--- config.mk ---
export PLATFORM = sky130hd
export DESIGN_NAME = axis_axi_burst_writer
export DESIGN_NICKNAME = d
export VERILOG_FILES = /design/src/rtl/axis_axi_burst_writer.sv
export SDC_FILE = /design/constraint.sdc
export NUM_CORES = 1
export LEC_CHECK = 0
export BUFFER_PORTS_ARGS = -buffer_cell sky130_fd_sc_hd__buf_2
export CORE_MARGIN = 4
export CORE_UTILIZATION = 40
export CTS_CLUSTER_SIZE = 12
export DETAILED_ROUTE_END_ITERATION = 16
export GPL_ROUTABILITY_DRIVEN = 1
export PLACE_DENSITY_LB_ADDON = 0.2
export SLEW_MARGIN = 40
export SYNTH_ARGS = -nofsm -noshare
export SYNTH_HDL_FRONTEND = slang
export SYNTH_SLANG_ARGS = --single-unit
--- constraint.sdc ---
create_clock -name clk -period 10.6 [get_ports clk]
set_input_delay 0.53 -clock clk [delete_from_list [all_inputs] [get_ports clk]]
set_output_delay 0.53 -clock clk [all_outputs]
set_load 0.03 [all_outputs]
--- src/rtl/axis_axi_burst_writer.sv ---
// -----------------------------------------------------------------------------
// axis_axi_burst_writer
//
// Write-side DMA stage. Takes a command (start byte address, beat count) and
// drains an AXI-Stream source into memory as AXI4 INCR write bursts. A
// transfer is split at MAX_BURST_LEN beats and at every 4 KB boundary. Only
// one burst is outstanding at a time. Completion is reported as a one-cycle
// pulse together with the beat count and the OR of all write-response errors.
//
// Ports:
//   clk, rst_n            clock, synchronous active-low reset
//   cmd_*                 command: byte address (low size bits ignored), beat
//                         count, valid/ready handshake
//   sts_*                 status: completion pulse, aggregated error, beats
//   s_axis_*              AXI-Stream data source (consumed only in DATA)
//   m_axi_aw*             AXI4 write-address channel
//   m_axi_w*              AXI4 write-data channel (pass-through of the stream)
//   m_axi_b*              AXI4 write-response channel
// -----------------------------------------------------------------------------
module axis_axi_burst_writer #(
  parameter int DATA_WIDTH    = 32,
  parameter int ADDR_WIDTH    = 16,
  parameter int STRB_WIDTH    = DATA_WIDTH / 8,
  parameter int ID_WIDTH      = 8,
  parameter int AWID_VALUE    = 0,
  parameter int MAX_BURST_LEN = 16,
  parameter int LEN_WIDTH     = 16
) (
  input  logic                  clk,
  input  logic                  rst_n,

  input  logic [ADDR_WIDTH-1:0] cmd_addr,
  input  logic [LEN_WIDTH-1:0]  cmd_len,
  input  logic                  cmd_valid,
  output logic                  cmd_ready,

  output logic                  sts_valid,
  output logic                  sts_error,
  output logic [LEN_WIDTH-1:0]  sts_beats,

  input  logic [DATA_WIDTH-1:0] s_axis_tdata,
  input  logic                  s_axis_tvalid,
  output logic                  s_axis_tready,

  output logic [ID_WIDTH-1:0]   m_axi_awid,
  output logic [ADDR_WIDTH-1:0] m_axi_awaddr,
  output logic [7:0]            m_axi_awlen,
  output logic [2:0]            m_axi_awsize,
  output logic [1:0]            m_axi_awburst,
  output logic                  m_axi_awlock,
  output logic [3:0]            m_axi_awcache,
  output logic [2:0]            m_axi_awprot,
  output logic                  m_axi_awvalid,
  input  logic                  m_axi_awready,

  output logic [DATA_WIDTH-1:0] m_axi_wdata,
  output logic [STRB_WIDTH-1:0] m_axi_wstrb,
  output logic                  m_axi_wlast,
  output logic                  m_axi_wvalid,
  input  logic                  m_axi_wready,

  input  logic [ID_WIDTH-1:0]   m_axi_bid,
  input  logic [1:0]            m_axi_bresp,
  input  logic                  m_axi_bvalid,
  output logic                  m_axi_bready
);

  localparam int SIZE = $clog2(STRB_WIDTH);

  typedef enum logic [2:0] {
    IDLE,
    ADDR,
    DATA,
    RESP,
    DONE
  } state_t;

  state_t state, state_next;

  logic [ADDR_WIDTH-1:0] addr_q;        // start address of the next burst
  logic [ADDR_WIDTH-1:0] awaddr_q;
  logic [7:0]            awlen_q;
  logic                  awvalid_q;
  logic [8:0]            burst_beats_q; // beats of the burst in flight
  logic [7:0]            beat_cnt_q;    // beats left in burst, 0 = last
  logic [LEN_WIDTH-1:0]  remaining_q;
  logic [LEN_WIDTH-1:0]  len_q;
  logic                  err_acc_q;
  logic                  cmd_ready_q;
  logic                  sts_error_q;
  logic [LEN_WIDTH-1:0]  sts_beats_q;

  logic cmd_fire, aw_fire, w_fire, b_fire, bresp_err;
  logic [31:0] rem_w, bnd_w, beats_w;
  logic [8:0]  burst_calc;

  // The write-response ID carries no information with a single fixed AWID.
  logic unused_bid;
  assign unused_bid = ^m_axi_bid;

  assign cmd_fire  = cmd_valid && cmd_ready_q;
  assign aw_fire   = awvalid_q && m_axi_awready;
  assign w_fire    = (state == DATA) && s_axis_tvalid && m_axi_wready;
  assign b_fire    = (state == RESP) && m_axi_bvalid;
  assign bresp_err = (m_axi_bresp != 2'b00);

  // Beats until the next 4 KB page: addr_q is size-aligned, so the division
  // by STRB_WIDTH is exact and the result is at least 1.
  assign rem_w = 32'(remaining_q);
  assign bnd_w = 32'(13'h1000 - {1'b0, addr_q[11:0]}) >> SIZE;

  // NOTE: every variable written in an always_comb gets a value on entry, so
  // no path can leave it unassigned and infer a latch.
  always_comb begin
    beats_w = rem_w;
    if (beats_w > 32'(MAX_BURST_LEN)) beats_w = 32'(MAX_BURST_LEN);
    if (beats_w > bnd_w)              beats_w = bnd_w;
  end

  assign burst_calc = beats_w[8:0];

  // ---------------------------------------------------------------------------
  // State register
  // ---------------------------------------------------------------------------
  // NOTE: sequential state uses non-blocking assignments so every register
  // samples pre-edge values regardless of statement order.
  always_ff @(posedge clk) begin
    if (!rst_n) state <= IDLE;
    else        state <= state_next;
  end

  // ---------------------------------------------------------------------------
  // Next-state logic
  // ---------------------------------------------------------------------------
  always_comb begin
    state_next = state;
    unique case (state)
      IDLE: if (cmd_fire) state_next = (cmd_len == '0) ? DONE : ADDR;
      ADDR: if (aw_fire) state_next = DATA;
      DATA: if (w_fire && beat_cnt_q == 8'd0) state_next = RESP;
      RESP: if (b_fire) state_next = (remaining_q == '0) ? DONE : ADDR;
      DONE: state_next = IDLE;
      default: state_next = IDLE;
    endcase
  end

  // ---------------------------------------------------------------------------
  // Datapath
  // ---------------------------------------------------------------------------
  always_ff @(posedge clk) begin
    if (!rst_n) begin
      addr_q        <= '0;
      awaddr_q      <= '0;
      awlen_q       <= '0;
      awvalid_q     <= 1'b0;
      burst_beats_q <= '0;
      beat_cnt_q    <= '0;
      remaining_q   <= '0;
      len_q         <= '0;
      err_acc_q     <= 1'b0;
      cmd_ready_q   <= 1'b0;
      sts_error_q   <= 1'b0;
      sts_beats_q   <= '0;
    end else begin
      // Registered so it stays low through reset and rises one cycle after.
      cmd_ready_q <= (state_next == IDLE);

      unique case (state)
        IDLE: begin
          if (cmd_fire) begin
            addr_q      <= cmd_addr & ~ADDR_WIDTH'(STRB_WIDTH - 1);
            remaining_q <= cmd_len;
            len_q       <= cmd_len;
            err_acc_q   <= 1'b0;
            if (cmd_len == '0) begin
              sts_beats_q <= '0;
              sts_error_q <= 1'b0;
            end
          end
        end

        ADDR: begin
          // First ADDR cycle sizes the burst; awaddr/awlen then hold until
          // the slave takes them.
          if (!awvalid_q) begin
            awaddr_q      <= addr_q;
            awlen_q       <= 8'(burst_calc - 9'd1);
            burst_beats_q <= burst_calc;
            awvalid_q     <= 1'b1;
          end else if (m_axi_awready) begin
            awvalid_q  <= 1'b0;
            beat_cnt_q <= awlen_q;
          end
        end

        DATA: begin
          if (w_fire) begin
            if (beat_cnt_q == 8'd0) begin
              addr_q      <= addr_q + (ADDR_WIDTH'(burst_beats_q) << SIZE);
              remaining_q <= remaining_q - LEN_WIDTH'(burst_beats_q);
            end else begin
              beat_cnt_q <= beat_cnt_q - 8'd1;
            end
          end
        end

        RESP: begin
          if (b_fire) begin
            err_acc_q <= err_acc_q | bresp_err;
            if (remaining_q == '0) begin
              sts_beats_q <= len_q;
              sts_error_q <= err_acc_q | bresp_err;
            end
          end
        end

        default: ;
      endcase
    end
  end

  // ---------------------------------------------------------------------------
  // Outputs
  // ---------------------------------------------------------------------------
  assign cmd_ready     = cmd_ready_q;
  assign sts_valid     = (state == DONE);
  assign sts_error     = sts_error_q;
  assign sts_beats     = sts_beats_q;

  assign m_axi_awid    = ID_WIDTH'(AWID_VALUE);
  assign m_axi_awaddr  = awaddr_q;
  assign m_axi_awlen   = awlen_q;
  assign m_axi_awsize  = 3'(SIZE);
  assign m_axi_awburst = 2'b01;
  assign m_axi_awlock  = 1'b0;
  assign m_axi_awcache = 4'b0011;
  assign m_axi_awprot  = 3'b000;
  assign m_axi_awvalid = awvalid_q;

  // Stream and W channel are joined combinationally, and only in DATA, so a
  // beat is consumed from the stream exactly when it is accepted by memory.
  assign m_axi_wdata   = s_axis_tdata;
  assign m_axi_wstrb   = '1;
  assign m_axi_wvalid  = (state == DATA) && s_axis_tvalid;
  assign s_axis_tready = (state == DATA) && m_axi_wready;
  assign m_axi_wlast   = (state == DATA) && (beat_cnt_q == 8'd0);

  assign m_axi_bready  = (state == RESP);

endmodule

==> flow_summary.json, run 1 <==
{
  "r2r_cells": 15,
  "min-delay-start": "cmd_addr[6]",
  "r2r_start": "remaining_q[9]",
  "finalCritPeriodShare_pct": 34.98,
  "stdcell_area_um2": 7091,
  "r2r-end": "m_axi_awlen[4]",
  "core_area_um2": 15890,
  "worstSetupPathType": "flip-flop to flip-flop",
  "path_buf_inv": 1,
  "grt_max_degree": 62,
  "syn-cell-area_um2": 6504,
  "antenna_found_initial": 0,
  "grt.overflow.total": 0,
  "postCtsSetupBuffers": 0,
  "hpwl_mm": 12.32,
  "ys_seq_area_share_pct": 33.24,
  "final_cell_mix": "nand2_1, dfxtp_1, a21oi_1",
  "internal_power_w": 0.0007899,
  "leakage_nw": 2.900,
  "worstPathArrival_ns": 3.95,
  "cap_violations": 0,
  "final_nets": 1001,
  "min_period_ns": 3.708,
  "routabilityCongestion": 0.8247,
  "setup_viol_count_final": 0,
  "slew_headroom_pct": 43.90,
  "r2r_setup_slack_ns": 6.89,
  "vdd_ir_drop_max_v": 0.00008909,
  "num_vias": 5775,
  "fp.dieH_um": 135.5,
  "hp-class": "input port to flip-flop",
  "ys_ff_latch": 108,
  "cpLargestDelayFamily": "simple AND/OR/NAND/NOR gates",
  "cts_buffers": 9,
  "clockPowerShare_pct": 31.5,
  "cts_tree": "yes",
  "holdWs_ns": 0.4304,
  "grt_util_met3_pct": 2.675,
  "grt.total_usage_pct": 18.85,
  "fin_util_pct": 44.64,
  "drt_iter0_markers": 414,
  "syn2layout_area_growth_pct": 9.023,
  "cts.sinks": 108,
  "combPwrFrac_pct": 30.9,
  "tns_ns": 0,
  "first_pass_iters": 5,
  "min_to": "addr_q[6]",
  "clock_skew_ns": 0.01399,
  "grt_pass1_wl_mm": 28.17,
  "clk_latency_ns": 0.36,
  "synthCells": 857,
  "cp_slowest_cell": "or4_4",
  "insertedDiodeCount": 0,
  "synth.distinct_cells": 65,
  "power.switching_w": 0.0004309,
  "grt_pass1_vias": 5344,
  "cts_resized": 0,
  "power_density_nw_per_um2": 172.2,
  "swShare_pct": 35.30,
  "die-width_um": 135.5,
  "status": "complete, no violations",
  "clockRootBuffer": "clkbuf_16",
  "drt-total-wl_mm": 17.24,
  "synthFlopType": "dfxtp_1",
  "slew_violations": 0,
  "drtAntennaViolNets": 0,
  "worstHoldPathCells": 3,
  "final-seq-area_um2": 2162,
  "layout_commonest_cell": "nand2_1",
  "rsz0062_at_grt": "no",
  "nFillCells": 1670,
  "routed_via_density": 5.222,
  "path_max_fanout": 7,
  "htreeDepth": 3,
  "synth_enable_flop_cells": 0,
  "grt_busiest_layer": "met2",
  "finalHoldViolations": 0,
  "clk_pin_slew_ns": 0.08,
  "tightest_slew_ns": 0.8351,
  "drcViolationCount": 0,
  "cts_buffer_depth": 2,
  "path_cells": "or4_4, nor3_4, inv_2, ha_1, a21o_1, a21oi_1, nand2_1, o21ai_1, mux2_2, ha_1, nand3_1, xnor2_1, nor2_1, a21oi_1, o21ai_0",
  "rows": 46,
  "pin_count": 186,
  "fmax_ghz": 0.2697,
  "seq_power_share_pct": 37.6,
  "endpoint_kind": "flip-flop",
  "async_flop_share_pct": 0,
  "port-buffer-count": 84,
  "syn_area_per_cell_um2": 7.589,
  "slowest_delay_ns": 0.60,
  "drive_above_1_share_pct": 14.16,
  "grt.met1_usage_pct": 27.24,
  "multiInputGateArea_um2": 3742,
  "cp-start-kind": "flip-flop",
  "cp.required_ns": 10.84,
  "met2_usage_pct": 29.26,
  "start_util_pct": 40.94,
  "ys_warn_count": 0,
  "avgRoutedWirePerCell_um": 15.58,
  "place_area_um2": 6755,
  "dieArea_um2": 18360,
  "cts_hold_buf": 0
}
[per-layer routing]
| metal | share of wire, % | vias to the layer above | routed length (um) |
|---|---|---|---|
| li1 | - | 2961 | - |
| met1 | 49 | 2665 | 8518 |
| met2 | 44 | 132 | 7662 |
| met3 | 4.6 | 17 | 786 |
| met4 | 1.6 | 0 | 269 |
| met5 | 0 | - | 0 |
[cells in the mapped netlist, types with 10 or more instances]
| cell | n | area [um^2] |
|---|---|---|
| ha_1 | 33 | 412.9 |
| xnor2_1 | 15 | 131.4 |
| nand2_1 | 142 | 533.0 |
| or3_1 | 10 | 62.56 |
| nor2_1 | 62 | 232.7 |
| dfxtp_1 | 108 | 2162 |
| a211oi_1 | 20 | 150.1 |
| inv_1 | 23 | 86.33 |
| buf_4 | 59 | 442.9 |
| clkbuf_1 | 41 | 153.9 |
| o21ai_0 | 37 | 185.2 |
| nand3_1 | 40 | 200.2 |
| nor3_1 | 24 | 120.1 |
| a21oi_1 | 97 | 485.5 |
[worst max-delay path by stage]
| stage | cells past startpoint | endpoint | from | slack (ns) |
|---|---|---|---|---|
| 6_report | 15 | m_axi_awlen[4] | remaining_q[9] | 6.89 |
| 5_1_grt | 16 | m_axi_awlen[4] | remaining_q[9] | 6.58 |
| 4_1_cts | 15 | m_axi_awlen[6] | remaining_q[9] | 6.86 |
| 3_5_place_dp | 15 | m_axi_awlen[6] | remaining_q[9] | 6.89 |
| 3_3_place_gp | 15 | m_axi_awlen[4] | remaining_q[9] | 6.88 |
| 2_1_floorplan | 17 | m_axi_awlen[6] | remaining_q[9] | 7.07 |
[power groups by stage]
| stage | clock [W] | combinational [W] | sequential (W) |
|---|---|---|---|
| 4_1_cts | 0.000392 | 0.000377 | 0.000459 |
| 3_3_place_gp | 0 | 0.000373 | 0.000468 |
| 3_5_place_dp | 0 | 0.000375 | 0.000468 |
| 6_report | 0.000384 | 0.000378 | 0.000459 |
| 2_1_floorplan | 0 | 0.000310 | 0.000470 |
| 5_1_grt | 0.000410 | 0.000425 | 0.000463 |
[sequential cells by signal (all words and copies together), names as in the netlist]
signal	cells
m_axi_awvalid	1
sts_error	1
remaining_q	16
sts_beats	16
m_axi_awlen	8
addr_q	14
beat_cnt_q	8
burst_beats_q	9
err_acc_q	1
m_axi_awaddr	14
cmd_ready	1
state	3
len_q	16
[tightest hold or removal path, stage by stage]
cell and delay, ns:
buf_2 0.10, nand2_1 0.04, a311oi_1 0.07
[per-stage QoR]
| stage | worst slack (ns) | cells | power (W) |
|---|---|---|---|
| 2_1_floorplan | 7.070 | 888 | 0.0007804 |
| 3_3_place_gp | 6.875 | 1090 | 0.0008410 |
| 3_5_place_dp | 6.892 | 1090 | 0.0008429 |
| 4_1_cts | 6.863 | 1106 | 0.001228 |
| 5_1_grt | 6.584 | 1106 | 0.001298 |
| 6_report | 6.892 | 1106 | 0.001221 |
[cell type report]
type,instances,area share (%)
Clock buffer,11,3.423
Clock inverter,5,1.288
Multi-Input combinational cell,648,52.78
Tap cell,216,3.812
Timing Repair Buffer,93,6.882
Sequential cell,108,30.49
Inverter,25,1.323
[cell families (layout without fill, tap and decap cells)]
logic type	count (synthesis)	after routing	synth area share, %
compound gates	219	219	20.58
xor+xnor	23	23	3.097
fa+ha+maj	35	35	6.964
buf+inv	132	134	11.31
flops	108	108	33.24
mux	6	6	0.9427
other cells	2	33	0.1155
simple gates	332	332	23.74
No activity file was read; power rests on OpenSTA's default activity.
==> run 2, diff against run 1 <==
ABC_AREA = 1   (was not set)
clock period = 3.2 ns   (was 10.6 ns; I/O delays follow)
==> flow_summary.json, run 2 <==
{
  "status": "complete, no violations",
  "cp_slowest_cell": "dfxtp_1",
  "nFillCells": 1698,
  "routabilityCongestion": 0.8631,
  "core_area_um2": 16120,
  "fin_util_pct": 46.24,
  "worstSetupPathType": "flip-flop to flip-flop",
  "ys_seq_area_share_pct": 32.38,
  "synthCells": 951,
  "die-width_um": 137.2,
  "finalCritPeriodShare_pct": 91.37,
  "drt_iter0_markers": 318,
  "min_to": "addr_q[2]",
  "path_cells": "inv_2, nand3_2, nor2_2, nand3_1, nor2_2, nand3_1, xor2_1, ha_1, nand2_2, nor3b_2, nand2_1, nand2_1, nand2_2, inv_1, buf_4, nand2_1, nand2_1, nor2_1, nand2_1, nand2_1, nand3_1, nand2_1, inv_1",
  "cap_violations": 0,
  "tns_ns": 0,
  "clockRootBuffer": "clkbuf_16",
  "cp-start-kind": "flip-flop",
  "slowest_delay_ns": 0.36,
  "holdWs_ns": 0.05757,
  "min-delay-start": "cmd_addr[2]",
  "dieArea_um2": 18820,
  "hp-class": "input port to flip-flop",
  "power_w": 0.004574,
  "power_density_nw_per_um2": 613.8,
  "clk_pin_slew_ns": 0.07,
  "async_flop_share_pct": 0,
  "num_vias": 6112,
  "min_period_ns": 2.924,
  "yosys.area.top_type_share_pct": 32.38,
  "drcViolationCount": 0,
  "fp.dieH_um": 137.2,
  "final_nets": 1114,
  "fmax_ghz": 0.3420,
  "r2r_start": "addr_q[4]",
  "ys_ff_latch": 108,
  "syn_area_per_cell_um2": 7.020,
  "path_max_fanout": 7,
  "slew_violations": 0,
  "start_util_pct": 41.43,
  "clock_skew_ns": 0.006933,
  "htreeDepth": 3,
  "synthFlopType": "dfxtp_1",
  "yosysMostFrequentCell": "nand2_1",
  "insertedDiodeCount": 0,
  "dp_cells": 1202,
  "r2r_setup_slack_ns": 0.28,
  "grt.total_usage_pct": 19.27,
  "path_buf_inv": 4,
  "grt_pass1_vias": 5644,
  "leakage_nw": 3.439,
  "cts.sinks": 108,
  "antenna_found_initial": 0,
  "cp.required_ns": 3.46,
  "first_pass_iters": 5,
  "vdd_ir_drop_max_v": 0.0004672,
  "pin_count": 186,
  "r2r_cells": 23,
  "syn2layout_area_growth_pct": 11.62,
  "syn-cell-area_um2": 6676,
  "final_cell_mix": "nand2_1, dfxtp_1, a21oi_1",
  "cts_buffer_depth": 2,
  "drive_above_1_share_pct": 17.05,
  "endpoint_kind": "flip-flop",
  "worstPathArrival_ns": 3.19,
  "grt.overflow.total": 0,
  "port-buffer-count": 84,
  "final_cells": 1219,
  "drt-total-wl_mm": 17.99,
  "cts_tree": "yes",
  "layout_commonest_cell": "nand2_1",
  "avgRoutedWirePerCell_um": 14.76,
  "ys_warn_count": 0,
  "yosys-top-cells-area": "dfxtp_1, nand2_1, a21oi_1, buf_4, ha_1",
  "tightest_slew_ns": 0.6610,
  "cts_buffers": 9,
  "worstHoldPathCells": 3,
  "synth_enable_flop_cells": 0,
  "finalHoldViolations": 0,
  "grt_max_degree": 50,
  "cpLargestDelayFamily": "simple AND/OR/NAND/NOR gates",
  "timing.critical_path.mode_cell": "nand2_1",
  "hpwl_mm": 13.07,
  "routed_via_density": 5.014,
  "setup_viol_count_final": 0,
  "synthTopCellsByCount": "nand2_1, inv_1, dfxtp_1",
  "grt_pass1_wl_mm": 28.72,
  "drtAntennaViolNets": 0,
  "synth.distinct_cells": 46,
  "clk_latency_ns": 0.36,
  "cts_hold_buf": 0,
  "yosysTopAreaCell": "dfxtp_1",
  "slew_headroom_pct": 55.87,
  "r2r-end": "m_axi_awlen[7]",
  "rows": 46
}
run 2: cell types whose count changed after synthesis, moves of 8 or more:
cell and delta:
a211oi_1 -9, a21oi_1 +10, a21oi_2 +8, and2_1 -9, clkbuf_1 -13, inv_1 +87, nand2_1 +9, nor2_1 +21
nor3_2 +9, o21ai_0 +40, or3_1 -10, xnor2_1 -10
run 2: worst max path at each step:
stage | startpoint | to | cells past startpoint
floorplan | addr_q[3] | m_axi_awlen[6] | 25
global placement | addr_q[2] | m_axi_awlen[6] | 22
detailed placement | addr_q[2] | m_axi_awlen[6] | 23
CTS | addr_q[2] | m_axi_awlen[6] | 23
global route | addr_q[4] | m_axi_awlen[6] | 24
finish | addr_q[4] | m_axi_awlen[7] | 23
run 2: cells by family (layout without fill, tap and decap cells):
family | count (synthesis) | after routing | synth area share (%)
adder cells (fa/ha/maj) | 35 | 35 | 6.784
other | 2 | 33 | 0.1125
AND/OR/NAND/NOR | 331 | 331 | 21.98
buffers and inverters | 212 | 233 | 15.55
XOR/XNOR | 18 | 18 | 2.361
AO/OA/AOI/OAI | 245 | 245 | 20.82
flip-flops | 108 | 108 | 32.38
run 2: metal layers:
| metal | up-vias | part of all wire, % | global-route usage [%] |
|---|---|---|---|
| li1 | 3156 | - | - |
| met1 | 2828 | 48 | 26.15 |
| met2 | 116 | 46 | 31.72 |
| met5 | - | 0 | 0 |
| met4 | 0 | 0.92 | 3.825 |
| met3 | 12 | 4.7 | 4.200 |
run 2: timing repair:
action,in CTS,in global routing
setup endpoints to repair,0,9
resized for setup,0,23
setup buffers,0,1
run 2: worst register-to-register path: stages, from the launching register on:
cell and delay [ns]:
dfxtp_1 0.36, inv_2 0.11, nand3_2 0.11, nor2_2 0.11, nand3_1 0.14, nor2_2 0.16, nand3_1 0.10, xor2_1 0.15
ha_1 0.30, nand2_2 0.11, nor3b_2 0.05, nand2_1 0.06, nand2_1 0.07, nand2_2 0.13, inv_1 0.07, buf_4 0.14
nand2_1 0.16, nand2_1 0.07, nor2_1 0.15, nand2_1 0.07, nand2_1 0.06, nand3_1 0.06, nand2_1 0.07, inv_1 0.03
run 2: area by class of cell:
type	instances	area (um^2)	area share, %
Clock buffer	10	239.0	3.207
Clock inverter	6	117.6	1.578
Inverter	115	434.2	5.826
Multi-Input combinational cell	662	3672	49.28
Sequential cell	108	2163	29.03
Tap cell	216	270.3	3.627
Timing Repair Buffer	102	555.5	7.455
run 2: where the power goes:
part / switching, W / internal [W]
clock network: 0.000536 / 0.000795
registers: 0.000110 / 0.00147
logic: 0.00108 / 0.000577
total: 0.00173 / 0.00284
run 2: metrics by stage:
step | cell area, um^2 | setup WS, ns
5_1_grt | 7452 | -0.01461
3_5_place_dp | 7018 | 0.1181
3_3_place_gp | 7018 | 0.1476
4_1_cts | 7375 | 0.08800
6_report | 7452 | 0.2761
2_1_floorplan | 6793 | 0.3066
